--- src/rtl/tlb_array.sv ---
// Fully associative MIPS TLB: two combinational lookup ports, tlbwi write, tlbr read, invalidate-all sweep.
// Optional macro TLB_MULTIHIT_CHECK_EN enables the s0_multi/s1_multi multiple-match flags.
module tlb_array #(
    parameter int TLBNUM = 16,
    parameter int IDXW   = 4
) (
    input  logic            clk,
    input  logic            resetn,
    // lookup port 0 (fetch)
    input  logic [18:0]     s0_vpn2,
    input  logic            s0_odd_page,
    input  logic [7:0]      s0_asid,
    output logic            s0_found,
    output logic [IDXW-1:0] s0_index,
    output logic [19:0]     s0_pfn,
    output logic [2:0]      s0_c,
    output logic            s0_d,
    output logic            s0_v,
    output logic            s0_multi,
    // lookup port 1 (data / tlbp)
    input  logic [18:0]     s1_vpn2,
    input  logic            s1_odd_page,
    input  logic [7:0]      s1_asid,
    output logic            s1_found,
    output logic [IDXW-1:0] s1_index,
    output logic [19:0]     s1_pfn,
    output logic [2:0]      s1_c,
    output logic            s1_d,
    output logic            s1_v,
    output logic            s1_multi,
    // write port (tlbwi)
    input  logic            we,
    input  logic [IDXW-1:0] w_index,
    input  logic [18:0]     w_vpn2,
    input  logic [7:0]      w_asid,
    input  logic            w_g,
    input  logic [19:0]     w_pfn0,
    input  logic [2:0]      w_c0,
    input  logic            w_d0,
    input  logic            w_v0,
    input  logic [19:0]     w_pfn1,
    input  logic [2:0]      w_c1,
    input  logic            w_d1,
    input  logic            w_v1,
    // read port (tlbr)
    input  logic [IDXW-1:0] r_index,
    output logic [18:0]     r_vpn2,
    output logic [7:0]      r_asid,
    output logic            r_g,
    output logic [19:0]     r_pfn0,
    output logic [2:0]      r_c0,
    output logic            r_d0,
    output logic            r_v0,
    output logic [19:0]     r_pfn1,
    output logic [2:0]      r_c1,
    output logic            r_d1,
    output logic            r_v1,
    // invalidate-all sweep
    input  logic            invall_req,
    output logic            invall_busy,
    output logic            invall_done
);

    typedef enum logic {IDLE, SWEEP} state_t;

    localparam logic [IDXW-1:0] LAST_IDX = IDXW'(TLBNUM - 1);

    state_t          state_reg;
    logic [IDXW-1:0] ptr_reg;

    logic        e_reg    [TLBNUM];
    logic [18:0] vpn2_reg [TLBNUM];
    logic [7:0]  asid_reg [TLBNUM];
    logic        g_reg    [TLBNUM];
    logic [19:0] pfn0_reg [TLBNUM];
    logic [2:0]  c0_reg   [TLBNUM];
    logic        d0_reg   [TLBNUM];
    logic        v0_reg   [TLBNUM];
    logic [19:0] pfn1_reg [TLBNUM];
    logic [2:0]  c1_reg   [TLBNUM];
    logic        d1_reg   [TLBNUM];
    logic        v1_reg   [TLBNUM];

    logic [TLBNUM-1:0] s0_match;
    logic [TLBNUM-1:0] s1_match;
    logic [IDXW-1:0]   s0_first;
    logic [IDXW-1:0]   s1_first;

    always_ff @(posedge clk or negedge resetn) begin
        if (!resetn) begin
            state_reg <= IDLE;
            ptr_reg   <= '0;
            for (int i = 0; i < TLBNUM; i++) begin
                e_reg[i]    <= 1'b0;
                vpn2_reg[i] <= '0;
                asid_reg[i] <= '0;
                g_reg[i]    <= 1'b0;
                pfn0_reg[i] <= '0;
                c0_reg[i]   <= '0;
                d0_reg[i]   <= 1'b0;
                v0_reg[i]   <= 1'b0;
                pfn1_reg[i] <= '0;
                c1_reg[i]   <= '0;
                d1_reg[i]   <= 1'b0;
                v1_reg[i]   <= 1'b0;
            end
        end else begin
            case (state_reg)
                IDLE: begin
                    ptr_reg <= '0;
                    if (invall_req) begin
                        state_reg <= SWEEP;
                    end
                end
                SWEEP: begin
                    ptr_reg <= ptr_reg + 1'b1;
                    if (ptr_reg == LAST_IDX) begin
                        state_reg <= IDLE;
                    end
                end
                default: state_reg <= IDLE;
            endcase

            // A write landing on the entry being swept this cycle takes priority.
            for (int i = 0; i < TLBNUM; i++) begin
                if (we && (w_index == IDXW'(i))) begin
                    e_reg[i]    <= 1'b1;
                    vpn2_reg[i] <= w_vpn2;
                    asid_reg[i] <= w_asid;
                    g_reg[i]    <= w_g;
                    pfn0_reg[i] <= w_pfn0;
                    c0_reg[i]   <= w_c0;
                    d0_reg[i]   <= w_d0;
                    v0_reg[i]   <= w_v0;
                    pfn1_reg[i] <= w_pfn1;
                    c1_reg[i]   <= w_c1;
                    d1_reg[i]   <= w_d1;
                    v1_reg[i]   <= w_v1;
                end else if ((state_reg == SWEEP) && (ptr_reg == IDXW'(i))) begin
                    e_reg[i]  <= 1'b0;
                    v0_reg[i] <= 1'b0;
                    v1_reg[i] <= 1'b0;
                end
            end
        end
    end

    assign invall_busy = (state_reg == SWEEP);
    assign invall_done = (state_reg == SWEEP) && (ptr_reg == LAST_IDX);

    genvar gi;
    generate
        for (gi = 0; gi < TLBNUM; gi++) begin : g_match
            assign s0_match[gi] = e_reg[gi] && (vpn2_reg[gi] == s0_vpn2) &&
                                  (g_reg[gi] || (asid_reg[gi] == s0_asid));
            assign s1_match[gi] = e_reg[gi] && (vpn2_reg[gi] == s1_vpn2) &&
                                  (g_reg[gi] || (asid_reg[gi] == s1_asid));
        end
    endgenerate

    function automatic logic [IDXW-1:0] first_set(input logic [TLBNUM-1:0] m);
        first_set = '0;
        for (int i = TLBNUM - 1; i >= 0; i--) begin
            if (m[i]) first_set = IDXW'(i);
        end
    endfunction

    assign s0_first = first_set(s0_match);
    assign s1_first = first_set(s1_match);
    assign s0_found = |s0_match;
    assign s1_found = |s1_match;
    assign s0_index = s0_first;
    assign s1_index = s1_first;

    always_comb begin
        s0_pfn = '0;
        s0_c   = '0;
        s0_d   = 1'b0;
        s0_v   = 1'b0;
        if (s0_found) begin
            s0_pfn = s0_odd_page ? pfn1_reg[s0_first] : pfn0_reg[s0_first];
            s0_c   = s0_odd_page ? c1_reg[s0_first]   : c0_reg[s0_first];
            s0_d   = s0_odd_page ? d1_reg[s0_first]   : d0_reg[s0_first];
            s0_v   = s0_odd_page ? v1_reg[s0_first]   : v0_reg[s0_first];
        end
    end

    always_comb begin
        s1_pfn = '0;
        s1_c   = '0;
        s1_d   = 1'b0;
        s1_v   = 1'b0;
        if (s1_found) begin
            s1_pfn = s1_odd_page ? pfn1_reg[s1_first] : pfn0_reg[s1_first];
            s1_c   = s1_odd_page ? c1_reg[s1_first]   : c0_reg[s1_first];
            s1_d   = s1_odd_page ? d1_reg[s1_first]   : d0_reg[s1_first];
            s1_v   = s1_odd_page ? v1_reg[s1_first]   : v0_reg[s1_first];
        end
    end

`ifdef TLB_MULTIHIT_CHECK_EN
    // m & (m-1) is non-zero exactly when two or more bits are set.
    assign s0_multi = |(s0_match & (s0_match - TLBNUM'(1)));
    assign s1_multi = |(s1_match & (s1_match - TLBNUM'(1)));
`else
    assign s0_multi = 1'b0;
    assign s1_multi = 1'b0;
`endif

    assign r_vpn2 = vpn2_reg[r_index];
    assign r_asid = asid_reg[r_index];
    assign r_g    = g_reg[r_index];
    assign r_pfn0 = pfn0_reg[r_index];
    assign r_c0   = c0_reg[r_index];
    assign r_d0   = d0_reg[r_index];
    assign r_v0   = v0_reg[r_index];
    assign r_pfn1 = pfn1_reg[r_index];
    assign r_c1   = c1_reg[r_index];
    assign r_d1   = d1_reg[r_index];
    assign r_v1   = v1_reg[r_index];

endmodule

--- config.mk ---
export PLATFORM = sky130hd
export DESIGN_NAME = tlb_array
export DESIGN_NICKNAME = d
export VERILOG_FILES = /design/src/rtl/tlb_array.sv
export SDC_FILE = /design/constraint.sdc
export NUM_CORES = 2
export LEC_CHECK = 0
export BUFFER_PORTS_ARGS = -buffer_cell sky130_fd_sc_hd__buf_2
export CORE_MARGIN = 2
export CORE_UTILIZATION = 30
export DETAILED_ROUTE_END_ITERATION = 10
export PLACE_DENSITY = 0.41
export SETUP_SLACK_MARGIN = 0.1
export SYNTH_ARGS = -nofsm -noshare
export SYNTH_HDL_FRONTEND = slang
export SYNTH_SLANG_ARGS = --single-unit
--- constraint.sdc ---
create_clock -name clk -period 9.1 [get_ports clk]
set_clock_uncertainty 0.05 [all_clocks]
set_input_delay 0.455 -clock clk [delete_from_list [all_inputs] [get_ports clk]]
set_output_delay 0.455 -clock clk [all_outputs]
set_load 0.01 [all_outputs]
======== After elaboration in Yosys (flattened, before gate mapping) ========
Cells that the tools add are included.
word-level totals
  input port bits ......................... 146
  output and inout bits ................... 142
  logic and storage cells ................. 641
  register bits after elaboration ......... 1,269
operators by class
  equality and inequality tests ........... 94
  reductions and logical operators ........ 148
  magnitude comparators ................... 3
  muxes and demuxes ....................... 197
  bitwise logic cells ..................... 4
  add/subtract/negate cells ............... 1
operators with widths
  kind                                                                    number
  19-bit equality test                                                    32
  20-bit binary-select mux with 4-bit select                              6
  20-bit 2-to-1 mux                                                       16
  8-bit equality test                                                     32
  4-bit 2-to-1 mux                                                        32
  1-bit 2-to-1 mux                                                        100
  1-bit logical AND                                                       96
  19-bit binary-select mux with 4-bit select                              1
  3-bit binary-select mux with 4-bit select                               6
  4-bit equality test (second input constant)                             16
  1-bit binary-select mux with 4-bit select                               13
  3-bit 2-to-1 mux                                                        16
  19-bit 2-to-1 mux                                                       2
  8-bit binary-select mux with 4-bit select                               1
  4-bit by 3-bit equality test with 1-bit output (second input constant)  8
  1-bit logical OR                                                        32
  2-bit nonzero test                                                      16
  16-bit OR reduction                                                     2
  4-bit by 2-bit equality test with 1-bit output (second input constant)  4
  8-bit 2-to-1 mux                                                        2
  5-bit >= comparator (second input constant)                             3
  4-bit NOT with 5-bit output                                             3
  4-bit by 1-bit equality test with 1-bit output (second input constant)  2
  4-bit logical NOT                                                       2
  other kinds (4)                                                         4

======== Depth between registers and ports, before layout ========
  depth in word-level cells ............... 25
  mapped depth ............................ 17
  depth with buffers taken out ............ 12

======== Worst setup path after synthesis ========
OpenSTA, ideal clock, no wires.
  kind .................................... input-to-output
  start ................................... in s1_vpn2[1]
  end ..................................... out s1_pfn[12]
  setup slack ............................. 5,021 ps
  cell stages on the path ................. 12
  data arrival time ....................... 3,574 ps
  buffers on the path ..................... 3
  cells stage by stage .................... buf_2 > buf_2 > xnor2_1 > nand4_1 > or4_4 > o211ai_2 > a31oi_2 > o41ai_4 > buf_2 > mux4_2 > a22oi_1 > o2111ai_1
between the ends
  word-level cells in the longest chain between the ends .. 25
  elaborated cells between the ends (all ways) .. 74
  classes of those cells .................. 16 x eq/ne; 24 x mux; 1 x bitwise; 33 x reduce/logical
RTL lines
  what                                                  line  text
  start: declaration                                    21    input logic [18:0] s1_vpn2,
  19-bit equality test                                  156   assign s1_match[gi] = e_reg[gi] && (vpn2_reg[gi] == s1_vpn2) &&
  1-bit logical AND (2 in a row)                        156
  4-bit 2-to-1 mux (16 in a row)                        164   if (m[i]) first_set = IDXW'(i);
  4-bit NOT with 5-bit output (not written as such)     194   s1_pfn = s1_odd_page ? pfn1_reg[s1_first] : pfn0_reg[s1_first];
  20-bit binary-select mux with 4-bit select            194
  20-bit 2-to-1 mux (not written as such) (2 in a row)  194
  20-bit 2-to-1 mux                                     194
  20-bit 2-to-1 mux *                                   193   if (s1_found) begin
  end: declaration                                      26    output logic [19:0] s1_pfn,
Mark *: on every way between the ends. The rest lies on a longest branch, timed or not. The select of a mux whose other input is x is not followed.

======== Worst setup path in the final report ========
  start ................................... reg asid_reg[86] in the netlist's numbering
  end ..................................... out s1_pfn[16]
between the ends
  word-level cells in the longest chain between the ends .. 15
  elaborated cells between the ends (all ways) .. 19
  classes of those cells .................. 1 x eq/ne; 14 x mux; 1 x bitwise; 3 x reduce/logical
RTL lines
  what                                                  line  text
  start: declaration                                    73    logic [7:0] asid_reg [TLBNUM];
  start signal: indexed assignment                      129   asid_reg[i] <= w_asid;
  8-bit equality test *                                 157   (g_reg[gi] || (asid_reg[gi] == s1_asid));
  1-bit logical OR *                                    157
  1-bit logical AND *                                   156
  4-bit 2-to-1 mux (6 in a row)                         164
  4-bit NOT with 5-bit output (not written as such)     194
  20-bit binary-select mux with 4-bit select            194
  20-bit 2-to-1 mux (not written as such) (2 in a row)  194
  20-bit 2-to-1 mux                                     194
  20-bit 2-to-1 mux *                                   193
Marked as above.

==> impl_metrics.toml <==
[run_status]
outcome = "finished clean"

[global_route]
grt_use_met1_pct = 40.6
grt_busiest_layer = "met2"
grt_max_degree = 139
grt_pass1_vias = 65950
grt_use_met3_pct = 6.20
antenna_found_initial = 61
grtUsageTotal_pct = 28.4
grt_pass1_wl_mm = 562
grtUsageMet2_pct = 42.0
gr-total-overflow = 0

[yosys]
seq_area_frac_synth_pct = 38.3
synth_top_area_share_pct = 38.3
ys_types = 76
syn_area_per_cell_sq_um = 10.9
async_flop_share_pct = 100
synth-edff-count = 0
synth_area_sq_um = 82900
yosysTopAreaCell = "dfrtp_1"
synth_seq_cells = 1269
yosysWarnings = 0
netlist_top_cells_area = "dfrtp_1, mux2_2, mux4_2, mux2i_1, nand2_1"
synth_ff_type = "dfrtp_1"
syn_inst = 7638

[sta]
finalCritPeriodShare_pct = 88.6
finalHoldViolCount = 0
holdWs_ns = 0.0755
slew_headroom_pct = 3.36
fmax_ghz = 0.124
finalSetupTns_ns = 0
finalCriticalPeriod_ns = 8.06
tightest_slew_ns = 1.43
setup_violations = 0
rsz0062_at_grt = "no"
drv_slew = 0

[clock_network]
path_clk_slew_ns = 0.06
numCtsBuffers = 167
cts_buffer_depth = 4
root_buffer = "clkbuf_16"
cts_tree = "done"
cts_sinks = 1269
htreeDepth = 4
clk_latency_ns = 0.84

[routing]
wl_mm = 407
dr.pass1.iters = 5
drc = 0
antenna_left = 0
drtIter0Drc = 7331
vias = 67652
routed_via_density = 5.89
wl_per_cell_um = 35.4

[critical_path]
r2r_end = "v0_reg[0]"
required_ns = 8.60
cp_slowest_cell = "and2_2"
critPathMaxFanout = 35
critPathLaunchType = "register"
rrSetupSlack_ns = 6.77
critPathMaxStageDelay_ns = 0.94
cp-end-kind = "primary output"
r2r-start = "invall_busy"
critPathArrivalTime_ns = 7.56
worstSetupPathType = "reg2out"
crit_chain = "xor2_1 > nor4_1 > a21oi_1 > or4_1 > nand4_1 > a41oi_1 > or2_2 > inv_6 > and2_2 > buf_4 > a22oi_1 > o211ai_1 > o2111ai_1 > buf_2"
r2r_cells = 5

[pwr]
powerDensity_nw_per_um2 = 227
ir_worst_vdd_v = 0.000138
p_leak_uw = 0.0379

[place]
io_buffers = 285
placed_area_sq_um = 87500
gp_congestion = 1.01
dp_cells = 11104
hpwl_mm = 261

[layout]
area_growth_pct = 12.9
multi_input_area_sq_um = 48200
instances_no_fill = 11495
nets = 7794
regArea_sq_um = 31800
utilization_pct = 34.0
stdcell_area_sq_um = 93700
nFillCells = 27770
final_layout_size_suffix_gt1_share_pct = 26.3

[die]
rows = 193
die-height_um = 530
coreArea_sq_um = 276000
start_util_pct = 30.1
die_area_sq_um = 281000
die_w_um = 530
io_pins = 288

[worst_hold_path]
min_to = "vpn2_reg[280]"
hold_start = "w_vpn2[14]"
whs_path_depth = 3
min_path_type = "in2reg"

[run]
cap_violations = 0
-- worst max-delay path by stage --
stage | start | to | slack, ns
floorplan | s1_vpn2[1] | s1_pfn[12] | 5.02
global placement | s1_asid[6] | s1_pfn[15] | 1.55
detailed placement | s1_asid[6] | s1_pfn[15] | 1.55
CTS | asid_reg[86] | s1_pfn[15] | 1.11
global route | asid_reg[86] | s1_pfn[15] | 1.16
finish | asid_reg[86] | s1_pfn[16] | 1.04
-- layer usage --
layer,wire (um),up-vias,part of all wire (%)
li1,-,27756,-
met1,183000,35846,45
met2,175000,3367,43
met3,32900,651,8.1
met4,15400,32,3.8
met5,203,-,0.050
-- metrics by stage --
step | total power, uW | setup slack [ns]
finish | 21200 | 1.04
global route | 22100 | 1.16
CTS | 21200 | 1.11
detailed placement | 14400 | 1.55
global placement | 14300 | 1.55
floorplan | 12000 | 5.02
-- timing repair --
item                      CTS  global route
gates resized for setup     0             0
buffers inserted            0             0
hold endpoints to repair  565             0
hold buffers               76             0
-- power by group --
part / internal (uW) / switching [uW] / leakage [uW]
Clock: 3910 / 2780 / 0.00265
Combinational: 2710 / 2760 / 0.0195
Sequential: 6960 / 2090 / 0.0158
Total: 13600 / 7640 / 0.0379
-- layout by cell type (no fill, tap or decap), types with 22 or more instances in the layout --
cell / synthesis / routed
dlygate4sd3_1: 0 / 76
o22ai_1: 175 / 175
buf_4: 86 / 104
buf_2: 124 / 280
nor4_1: 249 / 247
clkinv_2: 0 / 27
xnor2_1: 225 / 225
clkbuf_8: 0 / 32
mux2i_1: 585 / 585
nand4b_1: 29 / 29
clkbuf_16: 0 / 172
buf_12: 0 / 29
xor2_1: 641 / 641
a31oi_1: 27 / 26
dfrtp_1: 1269 / 1269
nor4b_1: 29 / 29
nor2_1: 89 / 76
nand2_1: 1546 / 1543
nand3_1: 99 / 99
mux2_1: 46 / 46
mux2_2: 903 / 903
o21ai_0: 99 / 98
o2111ai_1: 38 / 38
a21oi_1: 56 / 55
nand4_1: 159 / 159
mux4_2: 418 / 418
or4_1: 64 / 64
diode_2: 0 / 22
clkbuf_1: 357 / 47
a22oi_1: 28 / 28
-- synth_stat cells (all sizes together) (99+ instances only) --
library cell	n
o21ai	104
nand3	99
dfrtp	1269
mux2i	585
buf	300
clkbuf	357
nand4	159
nor4	250
o22ai	175
xnor2	225
xor2	641
mux2	949
nand2	1546
mux4	418
-- critical path, delay by kind of cell, from the launching register on --
kind	cells	cell delay, ns
xor gates and xnor gates	1	0.18
buffers and inverters	3	1.15
and+or+nand+nor	5	3.33
DFF	1	0.44
AOI/OAI and AO/OA	5	1.57
-- cell families after synthesis --
kind of cell	synth area share [%]
simple gates	12.8
mux	31.3
flops	38.3
xor+xnor	9.14
buf+inv	3.96
compound gates	4.43
fa+ha+maj	0.0603
other cells	0.00452
-- area by class of cell --
cell class | count | area share (%)
Sequential cell | 1269 | 33.9
Inverter | 10 | 0.0454
Timing Repair Buffer | 493 | 3.82
Clock inverter | 43 | 0.492
Clock buffer | 250 | 5.24
Antenna cell | 22 | 0.0588
Tap cell | 3705 | 4.95
Multi-Input combinational cell | 5703 | 51.5
No activity file was read; power rests on OpenSTA's default activity.
